<file path="src/rtl/hilo_muldiv_unit.sv">
// Iterative unsigned MULTU/DIVU unit owning the HI/LO register pair.
// Define MULDIV_FAST_MUL_EN to let MUL stop once the remaining multiplier bits are zero.
`timescale 1ns/1ps
module hilo_muldiv_unit #(
    parameter int WIDTH = 32
) (
    input  logic             clk,
    input  logic             rst_n,
    input  logic             to_lh,
    input  logic [3:0]       alu_op,
    input  logic [WIDTH-1:0] src_a,
    input  logic [WIDTH-1:0] src_b,
    input  logic [1:0]       lh_to_reg,
    output logic [WIDTH-1:0] hi,
    output logic [WIDTH-1:0] lo,
    output logic [WIDTH-1:0] lh_dout,
    output logic             busy,
    output logic             done,
    output logic             stall
);

    localparam int CNT_W = $clog2(WIDTH) + 1;
    localparam logic [3:0] OP_MULTU = 4'b0011;
    localparam logic [3:0] OP_DIVU  = 4'b0100;

    typedef enum logic [1:0] {S_IDLE, S_MUL, S_DIV} state_t;

    state_t               state, state_nx;
    logic [2*WIDTH-1:0]   acc, mcand, acc_nx;
    logic [WIDTH-1:0]     mplier, mplier_nx;
    logic [WIDTH-1:0]     rem, quot, divisor, rem_nx, quot_nx;
    logic [WIDTH:0]       shifted;
    logic [CNT_W-1:0]     cnt;
    logic                 dz;
    logic                 start_mul, start_div, cnt_last, mul_last, finish;

    assign start_mul = to_lh && (alu_op == OP_MULTU);
    assign start_div = to_lh && (alu_op == OP_DIVU);
    assign cnt_last  = (cnt == CNT_W'(WIDTH - 1));

    // Multiplicand shifts left so early termination leaves the product complete
    assign acc_nx    = acc + (mplier[0] ? mcand : '0);
    assign mplier_nx = mplier >> 1;
`ifdef MULDIV_FAST_MUL_EN
    assign mul_last  = cnt_last || (mplier_nx == '0);
`else
    assign mul_last  = cnt_last;
`endif

    // Restoring step: the difference is below 2^WIDTH whenever it is kept
    assign shifted = {rem, quot[WIDTH-1]};
    assign rem_nx  = (shifted >= {1'b0, divisor}) ? (shifted[WIDTH-1:0] - divisor)
                                                  : shifted[WIDTH-1:0];
    assign quot_nx = {quot[WIDTH-2:0], (shifted >= {1'b0, divisor})};

    always_ff @(posedge clk or negedge rst_n) begin
        if (!rst_n) state <= S_IDLE;
        else        state <= state_nx;
    end

    always_comb begin
        state_nx = state;
        finish   = 1'b0;
        case (state)
            S_IDLE: begin
                if (start_mul)      state_nx = S_MUL;
                else if (start_div) state_nx = S_DIV;
            end
            S_MUL: begin
                if (mul_last) begin
                    finish   = 1'b1;
                    state_nx = S_IDLE;
                end
            end
            S_DIV: begin
                if (dz || cnt_last) begin
                    finish   = 1'b1;
                    state_nx = S_IDLE;
                end
            end
            default: state_nx = S_IDLE;
        endcase
    end

    always_ff @(posedge clk or negedge rst_n) begin
        if (!rst_n) begin
            hi      <= '0;
            lo      <= '0;
            done    <= 1'b0;
            acc     <= '0;
            mcand   <= '0;
            mplier  <= '0;
            rem     <= '0;
            quot    <= '0;
            divisor <= '0;
            cnt     <= '0;
            dz      <= 1'b0;
        end else begin
            done <= finish;
            case (state)
                S_IDLE: begin
                    if (start_mul) begin
                        acc    <= '0;
                        mcand  <= {{WIDTH{1'b0}}, src_a};
                        mplier <= src_b;
                        cnt    <= '0;
                    end else if (start_div) begin
                        rem     <= '0;
                        quot    <= src_a;
                        divisor <= src_b;
                        dz      <= (src_b == '0);
                        cnt     <= '0;
                    end
                end
                S_MUL: begin
                    acc    <= acc_nx;
                    mcand  <= mcand << 1;
                    mplier <= mplier_nx;
                    cnt    <= cnt + CNT_W'(1);
                    if (finish) {hi, lo} <= acc_nx;
                end
                S_DIV: begin
                    rem  <= rem_nx;
                    quot <= quot_nx;
                    cnt  <= cnt + CNT_W'(1);
                    // On divide-by-zero no step has run yet, so quot still holds the dividend
                    if (finish) begin
                        if (dz) begin
                            lo <= '1;
                            hi <= quot;
                        end else begin
                            lo <= quot_nx;
                            hi <= rem_nx;
                        end
                    end
                end
                default: ;
            endcase
        end
    end

    assign busy  = (state != S_IDLE);
    assign stall = busy && (lh_to_reg != 2'b00);

    always_comb begin
        lh_dout = '0;
        case (lh_to_reg)
            2'b01:   lh_dout = lo;
            2'b10:   lh_dout = hi;
            default: lh_dout = '0;
        endcase
    end

endmodule
</file>
<file path="config.mk">
export PLATFORM = sky130hd
export DESIGN_NAME = hilo_muldiv_unit
export DESIGN_NICKNAME = d
export VERILOG_FILES = /design/src/rtl/hilo_muldiv_unit.sv
export SDC_FILE = /design/constraint.sdc
export NUM_CORES = 1
export LEC_CHECK = 0
export BUFFER_PORTS_ARGS = -buffer_cell sky130_fd_sc_hd__buf_2
export CAP_MARGIN = 20
export CORE_ASPECT_RATIO = 1.75
export CORE_MARGIN = 8
export CORE_UTILIZATION = 60
export DETAILED_ROUTE_END_ITERATION = 6
export GPL_TIMING_DRIVEN = 1
export PLACE_DENSITY = 0.89
export RECOVER_POWER = 25
export SETUP_SLACK_MARGIN = 0.2
export SLEW_MARGIN = 20
export SYNTH_ARGS = -nofsm -noshare
export SYNTH_HDL_FRONTEND = slang
export SYNTH_SLANG_ARGS = --single-unit
</file>
<file path="constraint.sdc">
create_clock -name clk -period 6.25 [get_ports clk]
set_clock_uncertainty 0.15 [all_clocks]
set_input_delay 0.9375 -clock clk [delete_from_list [all_inputs] [get_ports clk]]
set_output_delay 0.9375 -clock clk [all_outputs]
set_load 0.05 [all_outputs]
</file>
* After elaboration in Yosys (flattened, before gate mapping)
Cells that the tools add are included.
** Storage, ports and cells
- Register bits after elaboration :: 330
- Bits of input ports :: 73
- Logic and storage cells :: 85
** Operators by class
- Add/subtract/negate cells :: 3
- Order comparisons :: 1
- Eq/ne operators :: 15
- Mux-type cells :: 34
- Bitwise gates (word level) :: 1
- Reduce and logical (&&, ||, !) cells :: 19
** Operators with widths (count)
- 32-bit 2-to-1 mux :: 12
- 32-bit one-hot mux with 2 select lines :: 6
- 64-bit one-hot mux with 2 select lines :: 2
- 64-bit 2-to-1 mux :: 3
- 64-bit adder :: 1
- 33-bit by 32-bit >= comparator with 1-bit output :: 1
- 32-bit logical NOT :: 1
- 32-bit subtractor :: 1
- 2-bit inequality test (second input constant) :: 7
- 6-bit 2-to-1 mux :: 2
- 6-bit one-hot mux with 2 select lines :: 1
- 3-bit AND reduction :: 4
- 2-bit nonzero test :: 6
- 2-bit 2-to-1 mux :: 4
- 6-bit by 1-bit adder with 6-bit output (second input constant) :: 1
- 6-bit by 5-bit == test with 1-bit output (second input constant) :: 1
- 2-bit one-hot mux with 3 select lines :: 1
- 2-bit by 1-bit == test with 1-bit output (second input constant) :: 2
- 2-bit == test (second input constant) :: 2
- 4-bit by 2-bit == test with 1-bit output (second input constant) :: 1
- 4-bit by 3-bit == test with 1-bit output (second input constant) :: 1
- 2-bit AND reduction :: 2
- 1-bit logical AND :: 3
- 3-bit inequality test (second input constant) :: 1
- 6 further kinds :: 7

* Longest topological paths before layout
Gate-level depths: netlist of run 1.
- Depth after elaboration :: 6
- Depth in mapped cells :: 16

* Least setup slack after synthesis of run 1
Ideal clock, no wire load.
- Path kind :: register to register
- From :: reg mplier[0]
- To :: reg hi[30]
- Data arrival time :: 3637 ps
- Path slack :: 2337 ps
- Stages on the path, launching flop included :: 17
- Buffers on the path :: 2
- Clock period less this slack :: 3913 ps
- Path through :: dfrtp_1 -> clkbuf_1 -> clkbuf_1 -> and2_1 -> ha_1 -> fa_1 -> a21oi_1 -> o22ai_1 -> o41ai_2 -> nor4b_2 -> nor3_2 -> nor4_1 -> or3b_1 -> a21oi_2 -> o21ai_1 -> xnor2_1 -> a221o_1
** On the way
- Cells in the longest elaborated chain, start to end :: 4
** RTL lines
- from (decl) :: line 30 : logic [WIDTH-1:0] mplier, mplier_nx;
- from (signal assigned) :: line 105 : mplier <= src_b;
- from (signal assigned) :: line 118 : mplier <= mplier_nx;
- 64-bit 2-to-1 mux :: line 42 : assign acc_nx = acc + (mplier[0] ? mcand : '0);
- 64-bit adder :: line 42
- 32-bit 2-to-1 mux :: line 120 : if (finish) {hi, lo} <= acc_nx;
- 32-bit one-hot mux with 2 select lines :: line 100 : case (state)
- to (signal assigned) :: line 120
- to (signal assigned) :: line 130 : hi <= quot;
- to (signal assigned) :: line 133 : hi <= rem_nx;
- to (decl) :: line 14 : output logic [WIDTH-1:0] hi,
Every way passes these cells. The select of a mux whose other input is x is not followed.
A chain may end at the register's enable or synchronous reset.

==> results.yml, run 1 <==
setup_path:
  crit_path_end_kind: "async pin"
  slowest_stage: "clkbuf_4"
  cp-start-kind: "input pin"
  crit_chain: "clkbuf_2 > clkbuf_4"
  critPathKind: "input pin to async pin"
  critPathArrivalTime_ps: 5000
  max_stage_delay_ps: 1900
  cp_max_fo: 156
  worstPathBufferInverterCount: 2
  crit_family: "buffers and inverters"
  worstPathRequired_ps: 6360
logic_synthesis:
  synthTopCellsByArea: "dfrtp_1 41%, o21ai_0 6.8%, nand2_1 6.4%, ha_1 6.3%, mux2i_1 5.2%"
  synth_edf_count: 0
  synth_top_area_cell: "dfrtp_1"
  synthTopCellsByCount: "347 x nand2_1, 330 x dfrtp_1, 275 x o21ai_0"
  synth_top_area_share_pct: 40.6
  ys_ff_latch: 330
  yosys.cell_count.top_type: "nand2_1"
  synth.distinct_cells: 78
  syn-cell-area_mm2: 0.0203
  synth_nets: 2473
  ys_seq_area_share_pct: 40.6
  async_flop_share_pct: 100
  yosys_warnings: 0
  ys.flop_type: "dfrtp_1"
  synthesis.area_per_instance_um2: 8.85
  synthCells: 2296
floorplan:
  rows: 89
  start_util_pct: 60.6
  die-area_mm2: 0.0403
  dieWidth_um: 155
  coreArea_mm2: 0.0335
  die_height_um: 259
  io_pins: 172
global_route:
  grt_pass1_vias: 18200
  track_usage_pct: 32.7
  gr-total-overflow: 0
  grt_max_degree: 162
  antenna_found_initial: 0
  grt_pass1_wl_um: 102000
sta:
  worstMarginPinSlew_ps: 2760
  relSlewSlack_pct: -84.3
  tns_ps: 0
  fin_crit_ps: 4880
  drv_slew: 268
  finalHoldViolCount: 0
  setup_viol: 0
  max_freq_ghz: 0.205
  rsz0062_at_grt: "no"
  setup_slack_ps: 1370
  fin_crit_sh_pct: 78.1
routing:
  via_per_inst: 6.36
  routed_wl_um: 66700
  drt_first_pass_iters: 6
  ant_nets: 0
  vias: 18200
  drc: 0
  drt_iter0_markers: 1405
  wl_per_cell_um: 23.3
cts:
  cts_buffer_depth: 3
  cts_setup_buffers: 0
  cts_resized: 0
  cts_tree: "built"
  cts_buffers: 30
  insertion_delay_ps: 600
  clk_pin_slew_ps: 70
  cts-hold-fix-buffers: 0
  cts_max_level: 1
  cts.sinks: 330
  clockRootBuffer: "clkbuf_16"
power:
  p_per_area_mw_per_mm2: 445
  peakVddDrop_mv: 0.312
  switching_share_pct: 45.4
  p_clk_share_pct: 21.1
  p_int_mw: 5.48
  p_sw_mw: 4.55
  power.leakage_nw: 10.6
  combinationalPowerShare_pct: 43.3
  p_seq_share_pct: 35.7
placed_design:
  dp_hpwl_um: 49700
  gp_congestion: 1.00
  portBuffers: 171
  dp_slack_ps: 1610
status:
  failed_checks: "max-capacitance violations, max-slew violations"
  outcome: "finished, violations left"
layout:
  nets: 2556
  n_antenna_cell: 0
  fillers: 2696
  drive_above_1_share_pct: 11.8
  syn_to_final_growth_pct: 10.9
run:
  drv_cap: 2
min_path:
  hp-class: "flop to flop"
final cells by class:
| class | count | area (µm²) | area share (%) |
|---|---|---|---|
| clock buffer | 39 | 866 | 3.84 |
| clock inverter | 15 | 253 | 1.12 |
| inverter | 69 | 259 | 1.15 |
| multi-input combinational | 1755 | 11300 | 50.1 |
| sequential | 330 | 8260 | 36.6 |
| tap | 455 | 569 | 2.53 |
| timing repair buffer | 193 | 1040 | 4.62 |
power groups by stage:
stage / sequential (mW) / clock, mW / combinational [mW]
floorplan: 3.77 / 0 / 2.65
global placement: 3.56 / 0 / 4.20
detailed placement: 3.59 / 0 / 4.29
CTS: 3.56 / 2.13 / 4.30
global route: 3.63 / 2.21 / 4.69
finish: 3.57 / 2.11 / 4.34
state kept, by name, indices dropped and copies added (netlist names):
register,cells
quot,32
divisor,32
hi,32
acc,64
rem,32
lo,32
dz,1
mcand,64
cnt,6
state,2
mplier,32
done,1
logic make-up after synthesis:
| logic type | Yosys count | share of synthesized area [%] |
|---|---|---|
| xor gates and xnor gates | 90 | 3.88 |
| AOI/OAI and AO/OA | 776 | 24.2 |
| adders and majority gates | 104 | 6.48 |
| and+or+nand+nor | 678 | 15.3 |
| buffers and inverters | 211 | 4.16 |
| muxes | 107 | 5.28 |
| DFF | 330 | 40.6 |
metal layers:
metal  global-route usage, %  routed length, µm  up-vias  part of all wire, %
met5                       0                  0        -                    0
met4                    22.7               5130        0                  7.7
met3                    4.00               4280      227                  6.4
met2                    56.3              32600      808                   49
met1                    37.1              24600     8738                   37
li1                        -                  -     8378                    -
final timing paths:
kind	start	to	slack [ps]	cells after the start
max in group clk	mplier[0]$_DFFE_PN0P_	hi[30]$_DFFE_PN0P_	1520	14
hold / removal	mplier[7]$_DFFE_PN0P_	mplier[7]$_DFFE_PN0P_	330	2
setup / recovery	rst_n	acc[29]$_DFFE_PN0P_	1370	2
min in group asynchronous	rst_n	mplier[29]$_DFFE_PN0P_	1070	1
setup reg to reg	mplier[0]$_DFFE_PN0P_	hi[30]$_DFFE_PN0P_	1520	14
hold reg to reg	mplier[7]$_DFFE_PN0P_	mplier[7]$_DFFE_PN0P_	330	2
cells in the final DEF, fill, tap and decap left out, drive strengths merged, types with 7 or more instances in the layout:
cell,instances
a21o,35
nand4,25
a21oi,158
buf,191
nor4,16
nor3,23
nor2b,37
a221o,7
xor2,38
nand2,347
dfrtp,330
a211oi,15
and2,68
o211ai,12
clkbuf,41
o22ai,32
o21bai,18
nor2,98
mux2i,106
o31ai,13
ha,102
a31oi,18
inv,71
o21ai,285
nand3,27
a22o,98
nand2b,13
xnor2,52
o21a,10
a22oi,45
metrics by stage:
stage,cells,total power [mW],area [µm²],util [%],hold WS (ps)
floorplan,2296,6.42,20300,-,300
CTS,2855,10.0,22500,67.3,277
detailed placement,2801,7.87,21400,63.9,320
finish,2856,10.0,22500,67.3,331
global route,2856,10.5,22500,67.3,349
global placement,2801,7.76,21400,63.9,313
Note: power is estimated with default switching activity, not from simulation.
==> run 2: changes to the inputs <==
Settings changed: ABC_AREA set to 1, PLACE_DENSITY 0.89 to 0.88.
Clock period 6.25 ns to 4.5 ns, I/O delays scaled along.
==> run 2 against run 1 <==
Net effect: the run still ends with max-capacitance violations, max-slew violations left; clock power rose by 27%; largest power group unchanged; synthesized cell count up 59%; final area up 15%; sequential share of layout area decreased by 4.8 points.
==> results.yml, run 2 <==
logic_synthesis:
  synth_top_area_cell: "dfrtp_1"
  synth.distinct_cells: 47
  async_flop_share_pct: 100
  ys_seq_area_share_pct: 34.9
  synth_edf_count: 0
  ys_ff_latch: 330
  yosys.cell_count.top_type: "nand2_1"
  synthCells: 3648
  yosys_warnings: 0
  synthTopCellsByCount: "1263 x nand2_1, 620 x inv_1, 330 x dfrtp_1"
  synthTopCellsByArea: "dfrtp_1 35%, nand2_1 20%, inv_1 9.8%, ha_1 5.4%, nor2_1 4.7%"
  synthesis.area_per_instance_um2: 6.50
  synth_nets: 3825
  synth_top_area_share_pct: 34.9
  ys.flop_type: "dfrtp_1"
  syn-cell-area_mm2: 0.0237
global_route:
  grt_pass1_wl_um: 144000
  grt_pass1_vias: 25400
  grt_max_degree: 157
  antenna_found_initial: 3
  track_usage_pct: 40.6
  gr-total-overflow: 0
layout:
  reg.largest.list: "acc x64, mcand x64"
  final_common_cell: "nand2_1"
  instances_no_fill: 4273
  drive_above_1_share_pct: 9.36
  nets: 3936
  syn_to_final_growth_pct: 9.56
  fin_area_mm2: 0.0260
  layout_common_cells: "1263 x nand2_1, 617 x inv_1, 329 x dfrtp_1, 292 x nor2_1, 213 x nand3_1"
setup_path:
  crit_start: "mplier[0]$_DFFE_PN0P_"
  r2r_start: "mplier[0]$_DFFE_PN0P_"
  max_stage_delay_ps: 790
  critPathKind: "flop to flop"
  cp-start-kind: "flop"
  crit_path_end_kind: "flop"
  worstPathRequired_ps: 4860
  slowest_stage: "dfrtp_2"
  cp_max_fo: 27
  critPathArrivalTime_ps: 4330
  crit_chain: "buf_4 > nand2_1 > inv_1 > ha_1 > nand2_1 > nor2_1 > inv_1 > nor2_1 > nand2_1 > nor3_1 > nand2_1 > nand2_1 > nand2_1 > nand3_1 > nand3_1 > nand2_1 > inv_1"
  cpMostUsedCell: "nand2_1"
cts:
  cts_max_level: 1
  cts-hold-fix-buffers: 0
  cts_buffers: 31
  clk_pin_slew_ps: 80
  cts_buffer_depth: 3
  clockRootBuffer: "clkbuf_16"
  insertion_delay_ps: 610
  cts_tree: "built"
  cts_setup_buffers: 0
  cts_resized: 0
  cts.sinks: 330
floorplan:
  rows: 96
  dieWidth_um: 166
  die_height_um: 279
  start_util_pct: 60.7
  io_pins: 172
  coreArea_mm2: 0.0390
  die-area_mm2: 0.0464
placed_design:
  dp_cells: 4216
  portBuffers: 171
  gp_congestion: 1.12
  dp_hpwl_um: 74200
  dp_slack_ps: 864
  placed_cell_area_mm2: 0.0250
power:
  power.leakage_nw: 14.9
  p_per_area_mw_per_mm2: 436
  peakVddDrop_mv: 0.418
run:
  drv_cap: 1
sta:
  fin_crit_ps: 3970
  finalHoldViolCount: 0
  max_freq_ghz: 0.252
  worstMarginPinSlew_ps: 3180
  relSlewSlack_pct: -112
  drv_slew: 115
  holdWs_ps: 189
  rsz0062_at_grt: "no"
  tns_ps: 0
  fin_crit_sh_pct: 88.3
  setup_viol: 0
  setup_slack_ps: 527
routing:
  drc: 0
  via_per_inst: 5.88
  drt_iter0_markers: 2405
  ant_nets: 0
  drt_first_pass_iters: 6
  vias: 25100
  routed_wl_um: 95900
  wl_per_cell_um: 22.4
min_path:
  hp-start: "src_a[0]"
  hp-class: "input pin to flop"
status:
  outcome: "finished, violations left"
  failed_checks: "max-capacitance violations, max-slew violations"
==> run 2: cell types whose count changed after synthesis, sizes merged, moves of 59 or more <==
cell	previous run	this run
o21ai	285	116
nor2	98	305
nand2	347	1289
inv	69	625
nand3	27	218
a22o	98	24
a31oi	18	88
mux2i	106	0
and2	68	9
==> run 2: critical path: cells and delay by family, from the launching register on <==
family	cells	cell delay (ps)
flops	1	790
simple gates	12	2100
fa+ha+maj	1	260
buf+inv	4	570
==> run 2: worst paths after layout <==
check | to | slack, ps | cells past startpoint
max in group asynchronous | mplier[0]$_DFFE_PN0P_ | 1100 | 1
min | mcand[0]$_DFFE_PN0P_ | 190 | 3
max reg2reg | hi[27]$_DFFE_PN0P_ | 530 | 17
max | hi[27]$_DFFE_PN0P_ | 530 | 17
min reg2reg | mcand[63]$_DFFE_PN0P_ | 350 | 2
min in group asynchronous | divisor[8]$_DFFE_PN0P_ | 860 | 1
==> run 2: logic make-up after synthesis <==
family / after synthesis / share of synthesized area [%]
xor+xnor: 44 / 1.63
flops: 330 / 34.9
compound gates: 497 / 12.3
fa+ha+maj: 104 / 5.55
buf+inv: 748 / 12.2
simple gates: 1925 / 33.5
==> run 2: per-stage QoR <==
step | utilization [%] | total power [mW]
3_5_place_dp | 64.0 | 8.50
4_1_cts | 66.5 | 11.2
5_1_grt | 66.5 | 11.8
2_1_floorplan | - | 6.97
3_3_place_gp | 64.0 | 8.41
6_report | 66.5 | 11.3
==> run 2: area by class of cell <==
cell class                 instances  area [µm²]
multi-input combinational       2570       12600
timing repair buffer             201        1150
clock inverter                    18         170
inverter                         625        2350
antenna                            2        5.00
fill                            3651       13100
sequential                       330        8260
tap                              490         613
clock buffer                      37         818
==> run 2: report_power, final <==
group | switching (mW) | internal, mW | total [mW]
logic | 3.09 | 1.36 | 4.46
registers | 0.540 | 3.65 | 4.19
clock network | 1.26 | 1.42 | 2.68
total | 4.90 | 6.43 | 11.3
==> run 2: per-layer routing <==
metal	up-vias	GRT usage (%)	wire length, µm
li1	11600	-	-
met1	11600	40.5	31300
met2	1335	71.0	46600
met3	526	6.72	6970
met4	2	39.4	11000
met5	-	0	22
==> run 3: changes to the inputs <==
Settings changed: CORE_UTILIZATION 60 to 50, PLACE_DENSITY 0.88 to 0.77.
==> run 3 against run 2 <==
Net effect: the flow still finishes with violations (max-capacitance violations, max-slew violations); sequential share of layout area decreased by 0.49 points; first-iteration DRC count decreased by 16%; clock power increased by 24%; routed wire length is 1.5% higher; highest routed layer unchanged; largest cell class unchanged; register-to-register slack gained 270 ps; via count is 1.0% lower; global-route usage fell by 5.8 points; flip-flop and latch count unchanged; critical path type unchanged; critical endpoint is now hi[15]$_DFFE_PN0P_; critical path depth decreased by 1; count of clock-buffer cells in the layout is 9 higher; cell count rose by 2.5%; largest power group unchanged.
==> results.yml, run 3 (synthesis results as in run 2) <==
status:
  outcome: "finished, violations left"
  failed_checks: "max-capacitance violations, max-slew violations"
sta:
  relSlewSlack_pct: -79.3
  setup_slack_ps: 798
  max_freq_ghz: 0.270
  drv_slew: 94
  tns_ps: 0
  setup_viol: 0
  fin_crit_sh_pct: 82.3
  fin_crit_ps: 3700
  rsz0062_at_grt: "no"
  worstMarginPinSlew_ps: 2690
  finalHoldViolCount: 0
setup_path:
  cp-start-kind: "flop"
  crit_family: "simple AND/OR/NAND/NOR gates"
  crit_chain: "buf_12 > nand2_1 > inv_1 > ha_1 > nand2_1 > nor2_1 > inv_1 > nor2_1 > a21oi_1 > nand2_1 > nand2_1 > nand3_1 > nand3_1 > nand3_1 > nand2_1 > inv_1"
  crit_path_end_kind: "flop"
  critPathKind: "flop to flop"
  worstPathRequired_ps: 4860
  cpMostUsedCell: "nand2_1"
  max_stage_delay_ps: 580
  cp_max_fo: 38
  critPathArrivalTime_ps: 4060
  slowest_stage: "dfrtp_2"
  worstPathBufferInverterCount: 4
floorplan:
  start_util_pct: 50.5
  io_pins: 172
  die-area_mm2: 0.0549
  die_height_um: 304
  dieWidth_um: 181
  rows: 105
  coreArea_mm2: 0.0469
run:
  drv_cap: 1
routing:
  routed_wl_um: 97400
  drt_iter0_markers: 2022
  ant_nets: 0
  via_per_inst: 5.68
  vias: 24900
  wl_per_cell_um: 22.2
  drc: 0
  drt_first_pass_iters: 6
cts:
  cts_setup_buffers: 0
  cts_buffer_depth: 3
  cts.sinks: 330
  insertion_delay_ps: 570
  cts_tree: "built"
  cts_resized: 0
  cts_buffers: 35
  clk_pin_slew_ps: 70
  cts-hold-fix-buffers: 0
  cts_max_level: 2
  clockRootBuffer: "clkbuf_16"
global_route:
  grt.busiest_layer: "met2"
  use_met2_pct: 60.5
  met1_usage_pct: 35.5
  gr-total-overflow: 0
  antenna_found_initial: 5
  grt_pass1_vias: 24600
  grt_use_met3_pct: 4.90
  track_usage_pct: 34.8
  grt_max_degree: 157
  grt_pass1_wl_um: 145000
placed_design:
  portBuffers: 171
  gp_congestion: 1.09
  dp_hpwl_um: 77200
  dp_cells: 4313
  dp_slack_ps: 984
layout:
  instances_no_fill: 4379
  seq_area_mm2: 0.00826
  fillers: 4715
  multi_input_area_mm2: 0.0126
  reg.largest.list: "acc x64, mcand x64"
  layout_common_cells: "1263 x nand2_1, 618 x inv_1, 329 x dfrtp_1, 292 x nor2_1, 213 x nand3_1"
  syn_to_final_growth_pct: 11.3
  drive_above_1_share_pct: 9.48
  nets: 3939
  final_common_cell: "nand2_1"
power:
  peakVddDrop_mv: 0.333
  p_per_area_mw_per_mm2: 455
  power.leakage_nw: 15.0
min_path:
  hp-class: "input pin to flop"
## run 3: cell count changes in the layout (fill, tap and decap cells not counted), sizes merged
cell	previous run	this run
inv	626	628
clkbuf	40	48
clkinv	10	5
bufinv	2	7
diode	2	4
clkinvlp	5	1
## run 3: metal layers
layer	wire length (µm)	part of all wire (%)	vias up
met5	32	0.033	-
met3	6350	6.5	424
li1	-	-	11700
met4	11000	11	2
met1	32600	33	11600
met2	47400	49	1172
## run 3: worst register-to-register path, cell delays in order, from the launching register on
cell,delay [ps]
dfrtp_2,580
buf_12,260
nand2_1,90
inv_1,40
ha_1,380
nand2_1,150
nor2_1,160
inv_1,150
nor2_1,350
a21oi_1,130
nand2_1,380
nand2_1,150
nand3_1,130
nand3_1,260
nand3_1,180
nand2_1,60
inv_1,50
## run 3: metrics by stage
step	hold WS [ps]	area (µm²)	utilization [%]	total power, mW
finish	230	26400	56.2	12.0
global route	238	26400	56.2	12.6
CTS	17.6	26400	56.2	11.9
detailed placement	324	25100	53.5	8.57
global placement	320	25100	53.5	8.52
floorplan	229	23700	-	6.97
## run 3: worst paths after layout
check | to | start | slack [ps] | depth (start not counted)
max | hi[15]$_DFFE_PN0P_ | mplier[0]$_DFFE_PN0P_ | 800 | 16
min | mcand[1]$_DFFE_PN0P_ | src_a[1] | 230 | 3
max reg2reg | hi[15]$_DFFE_PN0P_ | mplier[0]$_DFFE_PN0P_ | 800 | 16
min reg2reg | acc[38]$_DFFE_PN0P_ | acc[38]$_DFFE_PN0P_ | 340 | 2
max in group asynchronous | acc[38]$_DFFE_PN0P_ | rst_n | 1440 | 2
min in group asynchronous | divisor[6]$_DFFE_PN0P_ | rst_n | 750 | 1
## run 3: report_power, final
part           switching (mW)  leakage [nW]  total, mW  internal [mW]
clock network            1.37         0.619       3.31           1.95
logic                    3.15          10.1       4.53           1.37
registers               0.499          4.25       4.15           3.65
## run 3: area by class of cell
class / instances / share of cell area (%)
Antenna cell: 4 / 0.0380
Clock buffer: 46 / 3.67
Clock inverter: 16 / 1.17
Inverter: 625 / 8.90
Multi-Input combinational cell: 2570 / 47.8
Sequential cell: 330 / 31.3
Tap cell: 588 / 2.79
Timing Repair Buffer: 200 / 4.29
